File: config.mk
export PLATFORM = sky130hd
export DESIGN_NAME = inertial_delay_filter_flat
export DESIGN_NICKNAME = d
export VERILOG_FILES = /design/src/rtl/inertial_delay_filter_if.sv /design/src/rtl/inertial_delay_filter.sv /design/src/flat_wrapper.sv
export SDC_FILE = /design/constraint.sdc
export NUM_CORES = 1
export LEC_CHECK = 0
export CAP_MARGIN = 10
export CORE_MARGIN = 4
export CORE_UTILIZATION = 48
export DETAILED_ROUTE_END_ITERATION = 12
export GPL_TIMING_DRIVEN = 0
export PLACE_DENSITY_LB_ADDON = 0.1
export SLEW_MARGIN = 0
export SYNTH_ARGS = -nofsm -noshare
export SYNTH_HDL_FRONTEND = slang
export SYNTH_SLANG_ARGS = --single-unit
export TNS_END_PERCENT = 10
File: constraint.sdc
create_clock -name clk -period 1.6 [get_ports clk]
set_clock_uncertainty 0.05 [all_clocks]
set_input_delay 0.32 -clock clk [delete_from_list [all_inputs] [get_ports clk]]
set_output_delay 0.32 -clock clk [all_outputs]
set_load 0.03 [all_outputs]
File: src/rtl/inertial_delay_filter_if.sv
// Signal bundle for inertial_delay_filter.
//   master: drives the raw event (a), mode select and counter clear.
//   slave : returns the delayed/filtered signal, glitch count and pending flag.
interface inertial_delay_filter_if #(
  parameter int unsigned CNT_W = 8
);
  logic             a;
  logic             mode;
  logic             clr_cnt;
  logic             out;
  logic [CNT_W-1:0] glitch_cnt;
  logic             pending;

  modport master (output a, mode, clr_cnt, input out, glitch_cnt, pending);
  modport slave  (input a, mode, clr_cnt, output out, glitch_cnt, pending);
endinterface

File: src/rtl/inertial_delay_filter.sv
// Cycle-accurate transport/inertial delay stage for a single-bit event.
//   clk            : rising-edge clock
//   rst            : synchronous active-high reset
//   bus.a          : raw input, sampled every edge
//   bus.mode       : 0 = transport, 1 = inertial (reject pulses < GLITCH_W)
//   bus.clr_cnt    : synchronous clear of glitch_cnt (wins over increment)
//   bus.out        : delayed/filtered signal (registered)
//   bus.glitch_cnt : saturating count of rejected pulses (registered)
//   bus.pending    : a transition is still in flight (combinational)
module inertial_delay_filter #(
  parameter int unsigned DELAY    = 5,
  parameter int unsigned GLITCH_W = 3,
  parameter int unsigned CNT_W    = 8
) (
  input  logic                   clk,
  input  logic                   rst,
  inertial_delay_filter_if.slave bus
);

  localparam int unsigned QW      = (GLITCH_W > 1) ? $clog2(GLITCH_W) : 1;
  localparam bit          QUAL_EN = (GLITCH_W > 1);
  localparam logic [QW-1:0]    QLAST   = QW'(GLITCH_W - 1);
  localparam logic [CNT_W-1:0] CNT_MAX = {CNT_W{1'b1}};

  typedef enum logic [0:0] {STABLE = 1'b0, QUALIFY = 1'b1} state_t;

  state_t           state_q, state_d;
  logic [QW-1:0]    qcnt_q, qcnt_d;
  logic             f_q, f_d;
  logic             reject_c;
  logic [CNT_W-1:0] cnt_q;
  // pipe_q[DELAY-1] is the out register; lower indices form the line.
  logic [DELAY-1:0] pipe_q;
  logic             line_in;

  assign line_in = bus.mode ? f_q : bus.a;

  // State register plus filter, counter and delay-line registers.
  always_ff @(posedge clk) begin
    if (rst) begin
      state_q <= STABLE;
      qcnt_q  <= '0;
      f_q     <= 1'b0;
      cnt_q   <= '0;
      pipe_q  <= '0;
    end else begin
      state_q <= state_d;
      qcnt_q  <= qcnt_d;
      f_q     <= f_d;
      if (bus.clr_cnt) begin
        cnt_q <= '0;
      end else if (reject_c && (cnt_q != CNT_MAX)) begin
        cnt_q <= cnt_q + CNT_W'(1);
      end
      pipe_q[0] <= line_in;
      for (int unsigned i = 1; i < DELAY; i++) begin
        pipe_q[i] <= pipe_q[i-1];
      end
    end
  end

  // Next-state logic; transport mode pins the filter in STABLE.
  always_comb begin
    state_d = state_q;
    if (!bus.mode) begin
      state_d = STABLE;
    end else begin
      case (state_q)
        STABLE: begin
          if ((bus.a != f_q) && QUAL_EN) state_d = QUALIFY;
        end
        QUALIFY: begin
          if ((bus.a == f_q) || (qcnt_q == QLAST)) state_d = STABLE;
        end
        default: state_d = STABLE;
      endcase
    end
  end

  // Filter outputs: new f, qualification count and reject strobe.
  always_comb begin
    f_d      = f_q;
    qcnt_d   = qcnt_q;
    reject_c = 1'b0;
    if (!bus.mode) begin
      // Tracking a keeps f equal to the last sample, so re-entering
      // inertial mode never creates a spurious edge.
      f_d    = bus.a;
      qcnt_d = '0;
    end else begin
      case (state_q)
        STABLE: begin
          if (bus.a != f_q) begin
            if (QUAL_EN) qcnt_d = QW'(1);
            else         f_d    = bus.a;
          end
        end
        QUALIFY: begin
          if (bus.a == f_q) begin
            reject_c = 1'b1;
            qcnt_d   = '0;
          end else if (qcnt_q == QLAST) begin
            f_d    = ~f_q;
            qcnt_d = '0;
          end else begin
            qcnt_d = qcnt_q + QW'(1);
          end
        end
        default: begin
          qcnt_d = '0;
        end
      endcase
    end
  end

  assign bus.out        = pipe_q[DELAY-1];
  assign bus.glitch_cnt = cnt_q;
  // In flight: qualifying, any stage differing from out, or a new value at the line input.
  assign bus.pending    = (state_q == QUALIFY) ||
                          (pipe_q != {DELAY{pipe_q[DELAY-1]}}) ||
                          (line_in != pipe_q[0]);

endmodule

File: src/flat_wrapper.sv
// flat-port wrapper written by rule: the top's interface ports become plain ports
module inertial_delay_filter_flat 
#(
  parameter int unsigned DELAY    = 5,
  parameter int unsigned GLITCH_W = 3,
  parameter int unsigned CNT_W    = 8
)
  (clk, rst, bus_a, bus_mode, bus_clr_cnt, bus_out, bus_glitch_cnt, bus_pending);
  inertial_delay_filter_if #(.CNT_W(CNT_W)) bus_i ();
  input  logic clk;
  input  logic rst;
  input wire logic [$bits(bus_i.a)-1:0] bus_a;
  input wire logic [$bits(bus_i.mode)-1:0] bus_mode;
  input wire logic [$bits(bus_i.clr_cnt)-1:0] bus_clr_cnt;
  output wire logic [$bits(bus_i.out)-1:0] bus_out;
  output wire logic [$bits(bus_i.glitch_cnt)-1:0] bus_glitch_cnt;
  output wire logic [$bits(bus_i.pending)-1:0] bus_pending;
  assign bus_i.a = bus_a;
  assign bus_i.mode = bus_mode;
  assign bus_i.clr_cnt = bus_clr_cnt;
  assign bus_out = bus_i.out;
  assign bus_glitch_cnt = bus_i.glitch_cnt;
  assign bus_pending = bus_i.pending;
  inertial_delay_filter #(.DELAY(DELAY), .GLITCH_W(GLITCH_W), .CNT_W(CNT_W)) u_core (.clk(clk), .rst(rst), .bus(bus_i));
endmodule
Yosys cells after proc, flatten, opt, wreduce, memory -nomap -nowiden. Cells that the tools add are included.

Bitwise operators: 3. Add/sub/neg operators: 2. Equal/unequal tests: 10. Muxes and demuxes: 15. Reduce and logical (&&, ||, !) cells: 7.

Operator list (number): $mux W1 (10); $add A8 B1 Y8 const B (1); $ne A8 B8 Y1 const B (1); $mux W2 (3); $ne A3 B3 Y1 const B (2); $ne A4 B4 Y1 (1); $pmux W2 S2 (1); $reduce_or A2 Y1 (2); $logic_or A1 B1 Y1 (3); $not A1 Y1 (3); $reduce_and A3 Y1 (1); $add A2 B1 Y2 const B (1); $eq A2 B2 Y1 const B (1); $ne A1 B1 Y1 (2); $ne A2 B1 Y1 const B (1); $ne A2 B2 Y1 const B (1); $pmux W1 S2 (1); $eq A1 B1 Y1 (1); $logic_and A1 B1 Y1 (1).

Flip-flop bits (word level): 17. Output and inout bits: 10. Word-level logic and storage cells: 42. Bits of input ports: 5.

Logic depth before layout (Yosys ltp).
Word-level depth: 5. Gate-level depth with buffers: 5. Gate-level depth less buffers: 5.

Least setup slack after synthesis. No wires, ideal clock.

Path kind: register -> register. Start point: register u_core.cnt_q[0] (netlist: u_core.bus.glitch_cnt[0]). End point: register u_core.cnt_q[0] (netlist: u_core.bus.glitch_cnt[0]). Setup slack: 0.034 ns. Library setup time: 0.121 ns. Period minus slack after synthesis: 1.566 ns. Cell stages (with the launch flop): 6. Required time: 1.429 ns. Buffers on the path: 0. Data arrival time: 1.395 ns. Cell sequence: dfxtp_1 -> ha_1 -> inv_1 -> o311ai_2 -> xor2_1 -> nor2_1.

Cells in the longest elaborated chain, start to end: 2. Elaborated cells on any way between the ends: 3. Classes of those cells: add/sub: 1; eq/ne: 1; reduce/logical: 1.

RTL lines: start: declaration (line inertial_delay_filter.sv:31) `logic [CNT_W-1:0] cnt_q;`; start signal: assignment (line inertial_delay_filter.sv:53) `cnt_q <= cnt_q + CNT_W'(1);`; parallel branches: the longest is 2 deep, another holds $add A8 B1 Y8.

Parallel ways; which one is timed is not known. A chain may end at the register's enable or synchronous reset.

Final worst setup path.
Start point: register u_core.pipe_q[2]. End point: output port bus_pending.

Cells in the longest elaborated chain, start to end: 3.

RTL lines: start: declaration (line inertial_delay_filter.sv:33) `logic [DELAY-1:0] pipe_q;`; start signal: indexed assignment (line inertial_delay_filter.sv:57) `pipe_q[i] <= pipe_q[i-1];`; $ne A4 B4 Y1 (line inertial_delay_filter.sv:120) `(pipe_q != {DELAY{pipe_q[DELAY-1]}}) ||`; $logic_or A1 B1 Y1 (line inertial_delay_filter.sv:119) `assign bus.pending = (state_q == QUALIFY) ||`; $logic_or A1 B1 Y1 (line inertial_delay_filter.sv:120); end: declaration (line flat_wrapper.sv:17) `output wire logic [$bits(bus_i.pending)-1:0] bus_pending;`.

Every way passes these cells.

==> summary.md <==
| Metric | Value |
|---|---|
| Start point of the worst min-delay path | `rst` |
| Number of buffers created by CTS | `3` |
| Clock transition at the register clock pins on the worst setup and hold paths after CTS | `roughly 90 ps` |
| Finished Core Util | `65.8%` |
| Dominant cells by area after synthesis | `sky130_fd_sc_hd__dfxtp_1, sky130_fd_sc_hd__nand3_1, sky130_fd_sc_hd__nor2_1, sky130_fd_sc_hd__nor2b_1, sky130_fd_sc_hd__o21ai_0` |
| Number of cells traversed by the worst register-to-register path | `4` |
| Post-Layout Cell Count | `121` |
| Worst Setup End Kind | `output port` |
| Overall die area | `0.00232 mm2` |
| Overall die height | `48.1 um` |
| Number of max-cap violations | `0` |
| Min-Delay Path Depth | `2` |
| First-pass GRT wire length | `2.42 mm` |
| Cell count after placement | `116` |
| Num ports | `15` |
| Largest buffer count on any clock path | `2` |
| Worst setup path category | `reg2out` |
| Relative slew slack | `74.6%` |
| Area share of the largest cell type after synthesis | `between 40% and 50%` |
| Finish-stage setup viols | `1` |
| Crit start category | `register` |
| Status | `finished, violations left` |
| Number of H-tree levels | `1` |
| Critical R2R Capture | `u_core.bus.glitch_cnt[0]` |
| Overall global routing resource usage | `15.0%` |
| Initial antenna violation count | `0` |
| Max Clock Freq | `604 MHz` |
| Final Net Count | `112` |
| Total number of vias | `687` |
| Count of antenna diodes in the layout | `0` |
| Syn Area/Cell | `~9 um2` |
| Growth of design area from synthesis to finish | `28.2%` |
| Required arrival time at the worst endpoint | `about 1200 ps` |
| Cell area after synthesis | `773 um2` |
| Violations in the final reports | `negative setup slack` |
| P per Cell Area | `758 mW/mm2` |
| Fraction of final layout cells sized beyond drive strength 1 | `~14%` |
| Starting density of the core | `51.3%` |
| Global route total overflow | `0` |
| Hold Buf Count CTS | `0` |
| Number of hold violations in the final report | `0` |
| Number of enable flip-flop cells after synthesis | `0` |
| Accumulated negative setup slack | `-55.1 ps` |
| Min-delay worst type | `in2reg` |
| Num Clock Sinks | `17` |
| Destination of the worst hold path | `u_core.f_q` |
| DRC violations left | `0` |
| Number of port buffers | `14` |
| Async set-reset flop share out of synthesis | `0%` |
| Count of distinct cell types in the synthesized netlist | `33` |
| Number of antenna-violating nets in the routed design | `0` |
| Post-Route WL | `between 1.5 and 2 mm` |
| Number of DRC markers in iteration 0 | `10` |
| Arrival @ worst endpoint | `1290 ps` |
| Mapped Cells | `86` |
| Vias per inst | `between 5 and 6` |
| Net Count, Synth | `92` |
| Post-synth top area cell | `sky130_fd_sc_hd__dfxtp_1` |
| Post-detailed-placement half-perimeter wirelength | `1.16 mm` |
| Peak ir drop on the vdd network | `0.633 mV` |
| Dominant synthesized flop cell | `sky130_fd_sc_hd__dfxtp_1` |
| Final Max Tran Viols | `0` |
| Register area share after synthesis | `44.0%` |
| Buffer type at the clock tree root | `sky130_fd_sc_hd__clkbuf_4` |
| Start of the worst register-to-register path | `u_core.bus.glitch_cnt[4]` |
| Worst Slack Setup Final | `-55.1 ps` |
| Flip-flop and latch count after synthesis | `17` |
| Synth warnings | `0` |
| Setup repair after global routing missed its margin | `true` |
| Overall die width | `48.1 um` |
| First-pass iteration count of the detailed router | `4` |
| Final worst path period need | `1660 ps` |
| Core region area | `0.00151 mm2` |
| Crit-path max FO | `3` |
| Routability Congestion | `0.774` |
| Worst slack at placement | `-885 ps` |
| TritonCTS clock tree | `done` |
| Clock network latency to the later pin of the worst-skew pair | `280 ps` |
| Largest net degree at the start of global routing | `10` |
| Tcrit/Tclk final | `103%` |
| Average detailed-routed wire length per instance | `12.7 um` |
| Transition time of the tightest slew-check pin | `378 ps` |
| # rows | `14` |
| Worst-case register-to-register setup slack | `100 ps` |
| Cell leakage power | `0.000416 uW` |
| Via count of the first global-routing pass | `575` |
[cells in the mapped netlist (2+ instances only)]
library cell               number
sky130_fd_sc_hd__a21oi_1        3
sky130_fd_sc_hd__a31oi_1        2
sky130_fd_sc_hd__and4_1         2
sky130_fd_sc_hd__dfxtp_1       17
sky130_fd_sc_hd__inv_1          2
sky130_fd_sc_hd__mux2i_1        2
sky130_fd_sc_hd__nand2_1        6
sky130_fd_sc_hd__nand3_1        7
sky130_fd_sc_hd__nand3b_1       2
sky130_fd_sc_hd__nand4_1        2
sky130_fd_sc_hd__nor2_1         7
sky130_fd_sc_hd__nor2b_1        4
sky130_fd_sc_hd__nor3_1         2
sky130_fd_sc_hd__nor4_1         3
sky130_fd_sc_hd__o21a_1         2
sky130_fd_sc_hd__o21ai_0        5
sky130_fd_sc_hd__xor2_1         2
[cell usage in the layout, fill, tap and decap left out, drive strengths merged, types with 2 or more instances in the layout]
cell / count
xor2: 2
and4: 2
o21a: 2
nor2: 7
a21oi: 3
nor4: 3
clkbuf: 4
nor2b: 4
buf: 3
mux2i: 2
nand3b: 2
nor3: 2
nand2: 6
nand3: 8
and2: 2
dfxtp: 17
o21ai: 5
nand4: 2
dlygate4sd2: 10
a31oi: 2
inv: 2
[where the power goes]
part	total (uW)	switching, uW	leakage (uW)	internal [uW]
sequential	442	10.3	0.000139	432
combinational	83.8	44.5	0.000262	39.3
clock	225	129	0.0000150	96.8
[critical path: stages (launching register included)]
cell	delay, ps
sky130_fd_sc_hd__dfxtp_2	340
sky130_fd_sc_hd__nor4_2	250
sky130_fd_sc_hd__nand2_1	70
sky130_fd_sc_hd__o22ai_1	110
sky130_fd_sc_hd__nand2b_1	90
sky130_fd_sc_hd__buf_6	140
[per-layer routing]
layer	vias to the layer above	part of all wire [%]	track usage (%)
li1	354	-	-
met1	318	49	20.1
met2	11	46	23.0
met3	4	3.5	4.43
met4	0	1.1	4.84
met5	-	0	0
[state kept, by name, indices dropped and copies added, names as in the netlist]
register               flops
u_core.bus.glitch_cnt      8
u_core.f_q                 1
u_core.pipe_q              5
u_core.qcnt_q              2
u_core.state_q             1
[through the flow]
step | power, uW | cell area, um2 | hold slack (ps)
2_1_floorplan | 493 | 773 | 339
3_3_place_gp | 523 | 933 | 423
3_5_place_dp | 526 | 933 | 428
4_1_cts | 755 | 970 | 397
5_1_grt | 785 | 991 | 337
6_report | 751 | 991 | 334
[cells by family after synthesis]
group                      share of synthesized area [%]
adders and majority gates                           1.62
muxes                                               2.59
AOI/OAI and AO/OA                                   13.9
xor gates and xnor gates                            4.37
DFF                                                 44.0
and+or+nand+nor                                     32.0
buffers and inverters                               1.46
[worst max path at each step]
stage          slack, ps                  endpoint                     start  cells after the start
2_1_floorplan         30  u_core.bus.glitch_cnt[0]  u_core.bus.glitch_cnt[0]                      5
3_3_place_gp        -850               bus_pending                  bus_mode                      5
3_5_place_dp        -880               bus_pending                  bus_mode                      6
4_1_cts              -70               bus_pending          u_core.pipe_q[2]                      5
5_1_grt             -150               bus_pending          u_core.pipe_q[2]                      5
6_report             -60               bus_pending          u_core.pipe_q[2]                      5
[cell type report]
type	count	area, um2
repair buffers	15	140
fillers	132	515
well taps	16	20.0
flip-flops and latches	17	343
plain buffers	1	3.75
inverters	2	7.51
clock buffers	4	26.3
multi-input cells	66	450
[what timing repair did]
| action | in CTS | in global routing |
|---|---|---|
| gates resized for setup | 24 | 3 |
| buffers inserted | 1 | 0 |
| setup endpoints to repair | 10 | 3 |
| pin swaps | 3 | 0 |
| hold endpoints to repair | 0 | 0 |
(Power assumes the default switching activity.)
